[src/rtl/xconf_loader.sv]
// xconf_loader: arbitrates xconf write ownership between CPU pass-through and a memory-driven burst loader.
// Optional: define XCONF_LOADER_CLEAR_EN to issue a clear-all write (CLEAR_ADDR, 0) before each burst.

module xconf_loader #(
    parameter int DATA_W      = 32,
    parameter int CONF_ADDR_W = 6,
    parameter int MEM_ADDR_W  = 10,
    parameter int LEN_W       = 8,
    parameter int CLEAR_ADDR  = 0
) (
    input  logic                   clk,
    input  logic                   rst,
    input  logic                   ctr_valid,
    input  logic                   ctr_we,
    input  logic [CONF_ADDR_W+1:0] ctr_addr,
    input  logic [DATA_W-1:0]      ctr_data_in,
    output logic [DATA_W-1:0]      ctr_data_out,
    output logic                   ctr_ready,
    output logic                   conf_valid,
    output logic                   conf_we,
    output logic [CONF_ADDR_W:0]   conf_addr,
    output logic [DATA_W-1:0]      conf_data,
    output logic                   mem_valid,
    output logic [MEM_ADDR_W-1:0]  mem_addr,
    input  logic [DATA_W-1:0]      mem_rdata,
    input  logic                   mem_ready,
    output logic                   done
);

    localparam logic [1:0] REG_BASE   = 2'd0;
    localparam logic [1:0] REG_LEN    = 2'd1;
    localparam logic [1:0] REG_GO     = 2'd2;
    localparam logic [1:0] REG_STATUS = 2'd3;

    if (CLEAR_ADDR < 0 || CLEAR_ADDR >= (1 << (CONF_ADDR_W + 1))) begin : g_bad_clear_addr
        $error("CLEAR_ADDR does not fit in the xconf address");
    end

    typedef enum logic [2:0] {
        S_IDLE    = 3'd0,
        S_FETCH_A = 3'd1,
        S_FETCH_D = 3'd2,
        S_WRITE   = 3'd3,
        S_FIN     = 3'd4
`ifdef XCONF_LOADER_CLEAR_EN
        , S_CLEAR = 3'd5
`endif
    } state_t;

    state_t                 state_q, state_d;
    logic [MEM_ADDR_W-1:0]  base_q, base_d, ptr_q, ptr_d;
    logic [LEN_W-1:0]       len_q, len_d, cnt_q, cnt_d;
    logic                   err_q, err_d, done_q, done_d;
    logic [CONF_ADDR_W:0]   pair_addr_q, pair_addr_d;
    logic                   conf_valid_q, conf_valid_d, conf_we_q, conf_we_d;
    logic [CONF_ADDR_W:0]   conf_addr_q, conf_addr_d;
    logic [DATA_W-1:0]      conf_data_q, conf_data_d;
    logic [DATA_W-1:0]      rdata_q, rdata_d, rd_mux;

    logic busy, reg_sel, pass_sel, reg_wr, reg_rd;

    assign busy      = (state_q != S_IDLE);
    assign reg_sel   = ctr_valid & ctr_addr[CONF_ADDR_W+1];
    assign pass_sel  = ctr_valid & ~ctr_addr[CONF_ADDR_W+1];
    assign reg_wr    = reg_sel & ctr_we;
    assign reg_rd    = reg_sel & ~ctr_we;
    assign ctr_ready = reg_sel | (pass_sel & ~busy);

    always_comb begin
        case (ctr_addr[1:0])
            REG_BASE:   rd_mux = DATA_W'(base_q);
            REG_LEN:    rd_mux = DATA_W'(len_q);
            REG_STATUS: rd_mux = DATA_W'({err_q, busy});
            default:    rd_mux = '0;
        endcase
    end

    // Read data is visible in the accepting cycle and then held by rdata_q.
    assign ctr_data_out = reg_rd ? rd_mux : rdata_q;

    // NOTE: every variable gets a default before any branch so no path leaves it unassigned (no latches).
    always_comb begin
        state_d      = state_q;
        base_d       = base_q;
        len_d        = len_q;
        cnt_d        = cnt_q;
        ptr_d        = ptr_q;
        err_d        = err_q;
        pair_addr_d  = pair_addr_q;
        rdata_d      = rdata_q;
        done_d       = 1'b0;
        conf_valid_d = 1'b0;
        conf_we_d    = 1'b0;
        conf_addr_d  = '0;
        conf_data_d  = '0;
        mem_valid    = 1'b0;
        mem_addr     = '0;

        case (state_q)
            S_FETCH_A: begin
                mem_valid = 1'b1;
                mem_addr  = ptr_q;
                if (mem_ready) begin
                    pair_addr_d = mem_rdata[CONF_ADDR_W:0];
                    ptr_d       = ptr_q + 1'b1;
                    state_d     = S_FETCH_D;
                end
            end
            S_FETCH_D: begin
                mem_valid = 1'b1;
                mem_addr  = ptr_q;
                if (mem_ready) begin
                    conf_valid_d = 1'b1;
                    conf_we_d    = 1'b1;
                    conf_addr_d  = pair_addr_q;
                    conf_data_d  = mem_rdata;
                    ptr_d        = ptr_q + 1'b1;
                    state_d      = S_WRITE;
                end
            end
            S_WRITE: begin
                cnt_d = cnt_q - 1'b1;
                if (cnt_d != '0) begin
                    state_d = S_FETCH_A;
                end else begin
                    state_d = S_FIN;
                    done_d  = 1'b1;
                end
            end
            S_FIN: state_d = S_IDLE;
`ifdef XCONF_LOADER_CLEAR_EN
            S_CLEAR: state_d = S_FETCH_A;
`endif
            default: state_d = S_IDLE;
        endcase

        if (reg_rd) rdata_d = rd_mux;

        if (reg_wr) begin
            case (ctr_addr[1:0])
                REG_BASE: if (!busy) base_d = ctr_data_in[MEM_ADDR_W-1:0];
                REG_LEN:  if (!busy) len_d = ctr_data_in[LEN_W-1:0];
                REG_GO: begin
                    if (busy) begin
                        err_d = 1'b1;
                    end else if (len_q == '0) begin
                        done_d = 1'b1;
                    end else begin
                        cnt_d = len_q;
                        ptr_d = base_q;
`ifdef XCONF_LOADER_CLEAR_EN
                        state_d      = S_CLEAR;
                        conf_valid_d = 1'b1;
                        conf_we_d    = 1'b1;
                        conf_addr_d  = (CONF_ADDR_W+1)'(CLEAR_ADDR);
                        conf_data_d  = '0;
`else
                        state_d = S_FETCH_A;
`endif
                    end
                end
                default: if (ctr_data_in[1]) err_d = 1'b0;
            endcase
        end

        if (pass_sel && !busy) begin
            conf_valid_d = 1'b1;
            conf_we_d    = ctr_we;
            conf_addr_d  = ctr_addr[CONF_ADDR_W:0];
            conf_data_d  = ctr_data_in;
        end
    end

    // NOTE: state is updated only with non-blocking assignments so every flop samples pre-edge values.
    always_ff @(posedge clk) begin
        // NOTE: datapath flops are reset too, so a reset mid-burst leaves no stale strobe or data on any output.
        if (rst) begin
            state_q      <= S_IDLE;
            base_q       <= '0;
            len_q        <= '0;
            cnt_q        <= '0;
            ptr_q        <= '0;
            err_q        <= 1'b0;
            done_q       <= 1'b0;
            pair_addr_q  <= '0;
            conf_valid_q <= 1'b0;
            conf_we_q    <= 1'b0;
            conf_addr_q  <= '0;
            conf_data_q  <= '0;
            rdata_q      <= '0;
        end else begin
            state_q      <= state_d;
            base_q       <= base_d;
            len_q        <= len_d;
            cnt_q        <= cnt_d;
            ptr_q        <= ptr_d;
            err_q        <= err_d;
            done_q       <= done_d;
            pair_addr_q  <= pair_addr_d;
            conf_valid_q <= conf_valid_d;
            conf_we_q    <= conf_we_d;
            conf_addr_q  <= conf_addr_d;
            conf_data_q  <= conf_data_d;
            rdata_q      <= rdata_d;
        end
    end

    assign conf_valid = conf_valid_q;
    assign conf_we    = conf_we_q;
    assign conf_addr  = conf_addr_q;
    assign conf_data  = conf_data_q;
    assign done       = done_q;

endmodule

[config.mk]
export PLATFORM = sky130hd
export DESIGN_NAME = xconf_loader
export DESIGN_NICKNAME = d
export VERILOG_FILES = /design/src/rtl/xconf_loader.sv
export SDC_FILE = /design/constraint.sdc
export NUM_CORES = 1
export LEC_CHECK = 0
export CORE_MARGIN = 3
export CORE_UTILIZATION = 29
export CTS_BUF_LIST = sky130_fd_sc_hd__clkbuf_4 sky130_fd_sc_hd__clkbuf_8
export CTS_CLUSTER_SIZE = 30
export DETAILED_ROUTE_END_ITERATION = 10
export GPL_ROUTABILITY_DRIVEN = 0
export PLACE_DENSITY = 0.52
export RECOVER_POWER = 100
export SYNTH_ARGS = -nofsm -noshare
export SYNTH_HDL_FRONTEND = slang
export SYNTH_SLANG_ARGS = --single-unit
[constraint.sdc]
create_clock -name clk -period 2.31 [get_ports clk]
set_input_delay 0.693 -clock clk [delete_from_list [all_inputs] [get_ports clk]]
set_output_delay 0.693 -clock clk [all_outputs]
set_load 0.05 [all_outputs]
==> results.md, run 1 <==
* Status: complete, but fails checks
* Failing checks: negative setup slack
* Diodes inserted at 0
* Leak Pwr at 3.25 nW
* Relative slew slack at 55.8%
* Share of layout cells above drive strength 1 at 23.5%
* H-tree depth at 4
* Initial Util at 29.7%
* Syn Area/Cell at 8.79 um2
* Power Total at 4.31 mW
* # DRC at 0
* Critical Path AT at 1.77 ns
* Post-synthesis compound-gate area fraction at 9.61%
* Seq cells post-synth at 121
* Site row count at 47
* Register area share after synthesis at 49.0%
* Fin. Hold Viols at 0
* FFs w/ async S/R, synth at 0%
* Cell repeated most along the worst path: buf_12
* Vias at 4559
* Final setup fails at 34
* Setup TNS at -3.49 ns
* Peak Freq at 0.405 GHz
* Pre-antenna DRT Iters at 4
* Worst-path clk slew at 0.07 ns
* Yosys top cell by area: dfxtp_1
* Vias per inst at 4.60
* CTS sink count at 121
* Inserted Clock Buffers at 17
* CTS tree: done
* Critical Path RT at 1.62 ns
* All-Layer GR Usage at 16.2%
* WHS at 0.460 ns
* Mapped Cells at 563
* Insertion delay to the later sink of the worst-skew pair at 0.44 ns
* Pins Over Slew Limit at 0
* Largest net degree at the start of global routing at 52
* Top cell type's share of synthesized area at 49.0%
* Total Wirelength at 15000 um
* Worst Skew at 0.00857 ns
* Crit share post-route at 107%
* Final HPWL DP at 10900 um
* Peak supply drop at 0.000337 V
* Die area at 0.0187 mm2
* Crit Path Category: input pin to primary output
* Largest family of logic cells by synthesized area: simple AND/OR/NAND/NOR gates
* RSZ-0062 raised after global routing: yes
* Worst setup SP type: input pin
* Mux contribution to synthesized area at 6.88%
* Antenna viol nets, final at 0
* Post-route setup slack at -0.158 ns
* 1st-iter DRT viols at 171
* Chip Width at 137 um
* Hold Crit Class: flop to flop
* Ys flop type: dfxtp_1
* # port buffers at 162
* CP endpoint kind: primary output
* Tmin final at 2.47 ns
* Synth warnings at 0
* Maxcap violations at 0
* Top Ports at 163
* Critical Path Max Stage Delay at 0.26 ns
* Die Ht at 137 um
* Pwr Density at 533 mW/mm2
* Worst-path fanout max at 5
* Post-Synth Adder-Cell Area at 0.759%
* Top cells by area, synth: dfxtp_1 (49%), nand2_1 (8.4%), mux2i_1 (6.9%)
* Post-Synthesis Cell Area at 0.00495 mm2
* Yosys cell types at 43
* Max Buffers Root-to-Sink at 2
* Clk root buf: clkbuf_8
* First-pass GRT wire length at 23400 um
* Post-synth EDFFs at 0
* Syn-to-layout area delta at 63.4%
* Vias in the first global route at 4607
* Syn_nets at 643
* Crit path cell chain: buf_6 -> nand3b_1 -> buf_6 -> buf_12 -> buf_12 -> o31ai_4 -> buf_12
* Dpl ws at -0.504 ns
* Synth Area in XOR/XNOR at 3.36%
* CORE AREA at 0.0166 mm2
* Measured slew at the worst slew-check pin at 0.665 ns
* Total grt overflow at 0
* Initial antenna violation count at 0
* DR WL/cell at 15.1 um
* Worst path slowest cell: o31ai_4
* Layout net count at 838
* Simple-Gate Fraction of Synth Area at 26.5%
* Cts hold-fix bufs at 0
==> where the power goes <==
part,switching [mW],internal (mW),leakage (nW)
registers,0.0108,2.11,0.979
logic,0.248,0.228,2.08
clock network,0.802,0.908,0.193
==> cells by family (layout without fill, tap and decap cells) <==
kind of cell | Yosys count | after routing
AND/OR/NAND/NOR | 265 | 266
flip-flops | 121 | 121
AO/OA/AOI/OAI | 80 | 80
buffers and inverters | 41 | 248
multiplexers | 34 | 34
XOR/XNOR | 19 | 19
adder cells (fa/ha/maj) | 3 | 3
==> cell usage after synthesis, types with 12 or more instances <==
cell type  count
nor2_1        45
and2_1        34
nor2b_1       33
xor2_1        12
clkbuf_1      23
nand2_1      111
mux2i_1       34
a21oi_1       41
dfxtp_1      121
o21ai_0       13
==> path summary, 6_finish.rpt <==
kind,startpoint,to,slack (ns),cells after the start
max,ctr_we,ctr_data_out[5],-0.16,7
max reg2reg,state_q[1],ptr_q[0],0.03,7
min,pair_addr_q[3],conf_addr[3],0.46,2
min reg2reg,pair_addr_q[3],conf_addr[3],0.46,2
==> per-layer routing <==
metal / up-vias / GRT usage [%] / share of wire [%]
met5: - / 0 / 0
met4: 0 / 4.09 / 1.0
met3: 12 / 7.43 / 7.9
met2: 137 / 27.5 / 50
met1: 2146 / 18.4 / 41
li1: 2264 / - / -
==> area by class of cell <==
type / count / area (um2)
clock buffers: 22 / 278
clock inverters: 10 / 77.6
fillers: 1586 / 8560
inverters: 5 / 18.8
multi-input cells: 402 / 2590
flip-flops and latches: 121 / 2430
well taps: 220 / 275
repair buffers: 211 / 2410
==> flip-flops by register name, indices dropped and copies added, names as in the netlist, 3 cells and up <==
| signal | cells |
|---|---|
| base_q | 10 |
| cnt_q | 8 |
| conf_addr | 7 |
| conf_data | 32 |
| len_q | 8 |
| pair_addr_q | 7 |
| ptr_q | 10 |
| rdata_q | 32 |
| state_q | 3 |
==> layout by cell type, fill, tap and decap left out, types with 7 or more instances in the layout <==
cell type        instances
and2_4                  23
clkinv_2                 8
xor2_1                  12
clkbuf_1                30
buf_4                   24
buf_12                  50
mux2i_1                 33
nor2b_1                 33
nor2_1                  42
dfxtp_1                118
nand3b_1                 7
nand2_1                107
a21oi_1                 41
clkbuf_8                18
clkdlybuf4s50_1         87
nand4_1                  7
o21ai_0                 11
==> worst max-delay path, delay by kind of cell <==
| kind | cells | cell delay, ns |
|---|---|---|
| buffers and inverters | 5 | 0.65 |
| and+or+nand+nor | 1 | 0.15 |
| AOI/OAI and AO/OA | 1 | 0.26 |
==> metrics by stage <==
step,cell area [um2],instances,util (%)
floorplan,5060,563,-
global route,8080,991,48.6
CTS,8270,988,49.7
detailed placement,7570,947,45.5
global placement,7570,947,45.5
finish,8080,991,48.6
==> repair_timing <==
| action | in CTS | in global routing |
|---|---|---|
| setup buffers | 6 | 2 |
| pin swaps | 31 | 5 |
| setup endpoints to repair | 44 | 65 |
| gates cloned | 4 | 1 |
| resized for setup | 73 | 34 |
Note: power is estimated with default switching activity, not from simulation.
==> run 2: changes to the inputs <==
- CORE_MARGIN: 3 -> 1.5
- CORE_UTILIZATION: 29 -> 39
- PLACE_DENSITY: 0.52 -> 0.67
==> run 2 against run 1 <==
The flow still finishes with violations (negative setup slack). First-iteration DRC count increased by 23%. Largest cell class unchanged. Clock power is 32% higher. Largest power group is now clock. Critical endpoint is now ctr_data_out[27]. Setup slack better by 0.080 ns. Total power rose by 13%. Sequential power is essentially flat. Die area is 28% lower.
==> results.md, run 2 (synthesis gave the netlist of run 1 again) <==
* Status: complete, but fails checks
* Failing checks: negative setup slack
* Diodes inserted at 0
* DR top layer: met4
* Worst Skew at 0.00928 ns
* Filler Cell Count at 943
* Pwr Density at 584 mW/mm2
* Inserted Clock Buffers at 17
* WL met3 at 1070 um
* Insertion delay to the later sink of the worst-skew pair at 0.42 ns
* Pins Over Slew Limit at 0
* Final setup fails at 29
* Peak supply drop at 0.000542 V
* # port buffers at 162
* Vias in the first global route at 4623
* Maxcap violations at 0
* Critical Path RT at 1.62 ns
* Relative slew slack at 63.4%
* Worst setup SP type: input pin
* CTS tree: done
* Hold Crit Class: flop to flop
* Pre-antenna DRT Iters at 4
* Syn-to-layout area delta at 68.8%
* Die area at 0.0134 mm2
* Measured slew at the worst slew-check pin at 0.548 ns
* CP endpoint kind: primary output
* Most frequent cells in the layout: dfxtp_1 (119), clkdlybuf4s50_1 (106), nand2_1 (101), nor2_1 (44), a21oi_1 (41)
* Antenna viol nets, final at 0
* First-pass GRT wire length at 23400 um
* Die Ht at 116 um
* Met1 WL at 6250 um
* Post-route setup slack at -0.0780 ns
* Total Wirelength at 15300 um
* CTS sink count at 121
* Cts hold-fix bufs at 0
* Final HPWL DP at 10500 um
* Dpl ws at -0.439 ns
* Commonest non-fill, non-tap cell in the layout: dfxtp_1
* Initial antenna violation count at 0
* Fin. Hold Viols at 0
* 1st-iter DRT viols at 211
* Post-placement cell count at 890
* CORE AREA at 0.0122 mm2
* Placed Area at 0.00720 mm2
* Tmin final at 2.39 ns
* Crit Path Category: input pin to primary output
* Seq. cell area at 0.00243 mm2
* Crit share post-route at 103%
* All-Layer GR Usage at 23.0%
* Chip Width at 116 um
* Site row count at 40
* Initial Util at 40.5%
* Layout Cell Area excl Fill at 0.00835 mm2
* Share of layout cells above drive strength 1 at 25.4%
* Worst-path fanout max at 5
* Worst-path clk slew at 0.07 ns
* Clk root buf: clkbuf_8
* Total grt overflow at 0
* Top Ports at 163
* Critical Path AT at 1.70 ns
* Leak Pwr at 3.51 nW
* Multi-input gate area at 0.00263 mm2
* Max Buffers Root-to-Sink at 2
* Vias at 4628
* Util after Layout at 68.4%
* # DRC at 0
* Peak Freq at 0.419 GHz
* Metal2 WL at 7750 um
* Post-route insts no fill at 941
* Largest net degree at the start of global routing at 53
* Layout net count at 841
* DR WL/cell at 16.3 um
* Vias per inst at 4.92
* RSZ-0062 raised after global routing: yes
* H-tree depth at 4
==> run 2: report_power, final <==
group / total (mW) / internal (mW) / switching, mW
clock: 2.25 / 1.46 / 0.787
sequential: 2.12 / 2.11 / 0.0107
combinational: 0.507 / 0.250 / 0.257
==> run 2: final cells by class <==
class,count,area share (%)
Clock buffer,22,3.33
Clock inverter,9,2.34
Inverter,5,0.225
Multi-Input combinational cell,401,31.5
Sequential cell,121,29.1
Tap cell,168,2.52
Timing Repair Buffer,215,31.0
==> run 2: final timing paths <==
kind	start	slack, ns	depth (start not counted)	endpoint
worst max-delay path	ctr_we	-0.08	7	ctr_data_out[27]
worst min-delay path	pair_addr_q[0]	0.47	2	conf_addr[0]
worst max register to register	cnt_q[0]	0.35	6	done
worst min register to register	pair_addr_q[0]	0.47	2	conf_addr[0]
==> run 2: critical path, cell delays in order <==
cell	delay (ns)
buf_6	0.09
nand3b_1	0.15
buf_6	0.15
buf_12	0.15
clkbuf_16	0.16
and2_4	0.14
buf_8	0.14
==> run 2: routing by layer <==
metal	vias up	track usage, %
li1	2268	-
met5	-	0
met1	2188	25.9
met3	20	8.26
met4	0	6.59
met2	152	40.9
==> run 2: what timing repair did <==
action,4_1_cts,5_1_grt
setup endpoints to repair,43,46
cloned,6,1
resized for setup,113,19
buffers inserted,7,7
pin swaps,28,19
==> run 2: per-stage QoR <==
step / TNS, ns / power, mW / hold slack, ns
floorplan: -2.09 / 2.37 / 0.436
global placement: -16.02 / 2.62 / 0.454
detailed placement: -16.73 / 2.62 / 0.457
CTS: -1.74 / 4.91 / 0.463
global route: -2.46 / 5.03 / 0.478
finish: -1.63 / 4.87 / 0.465
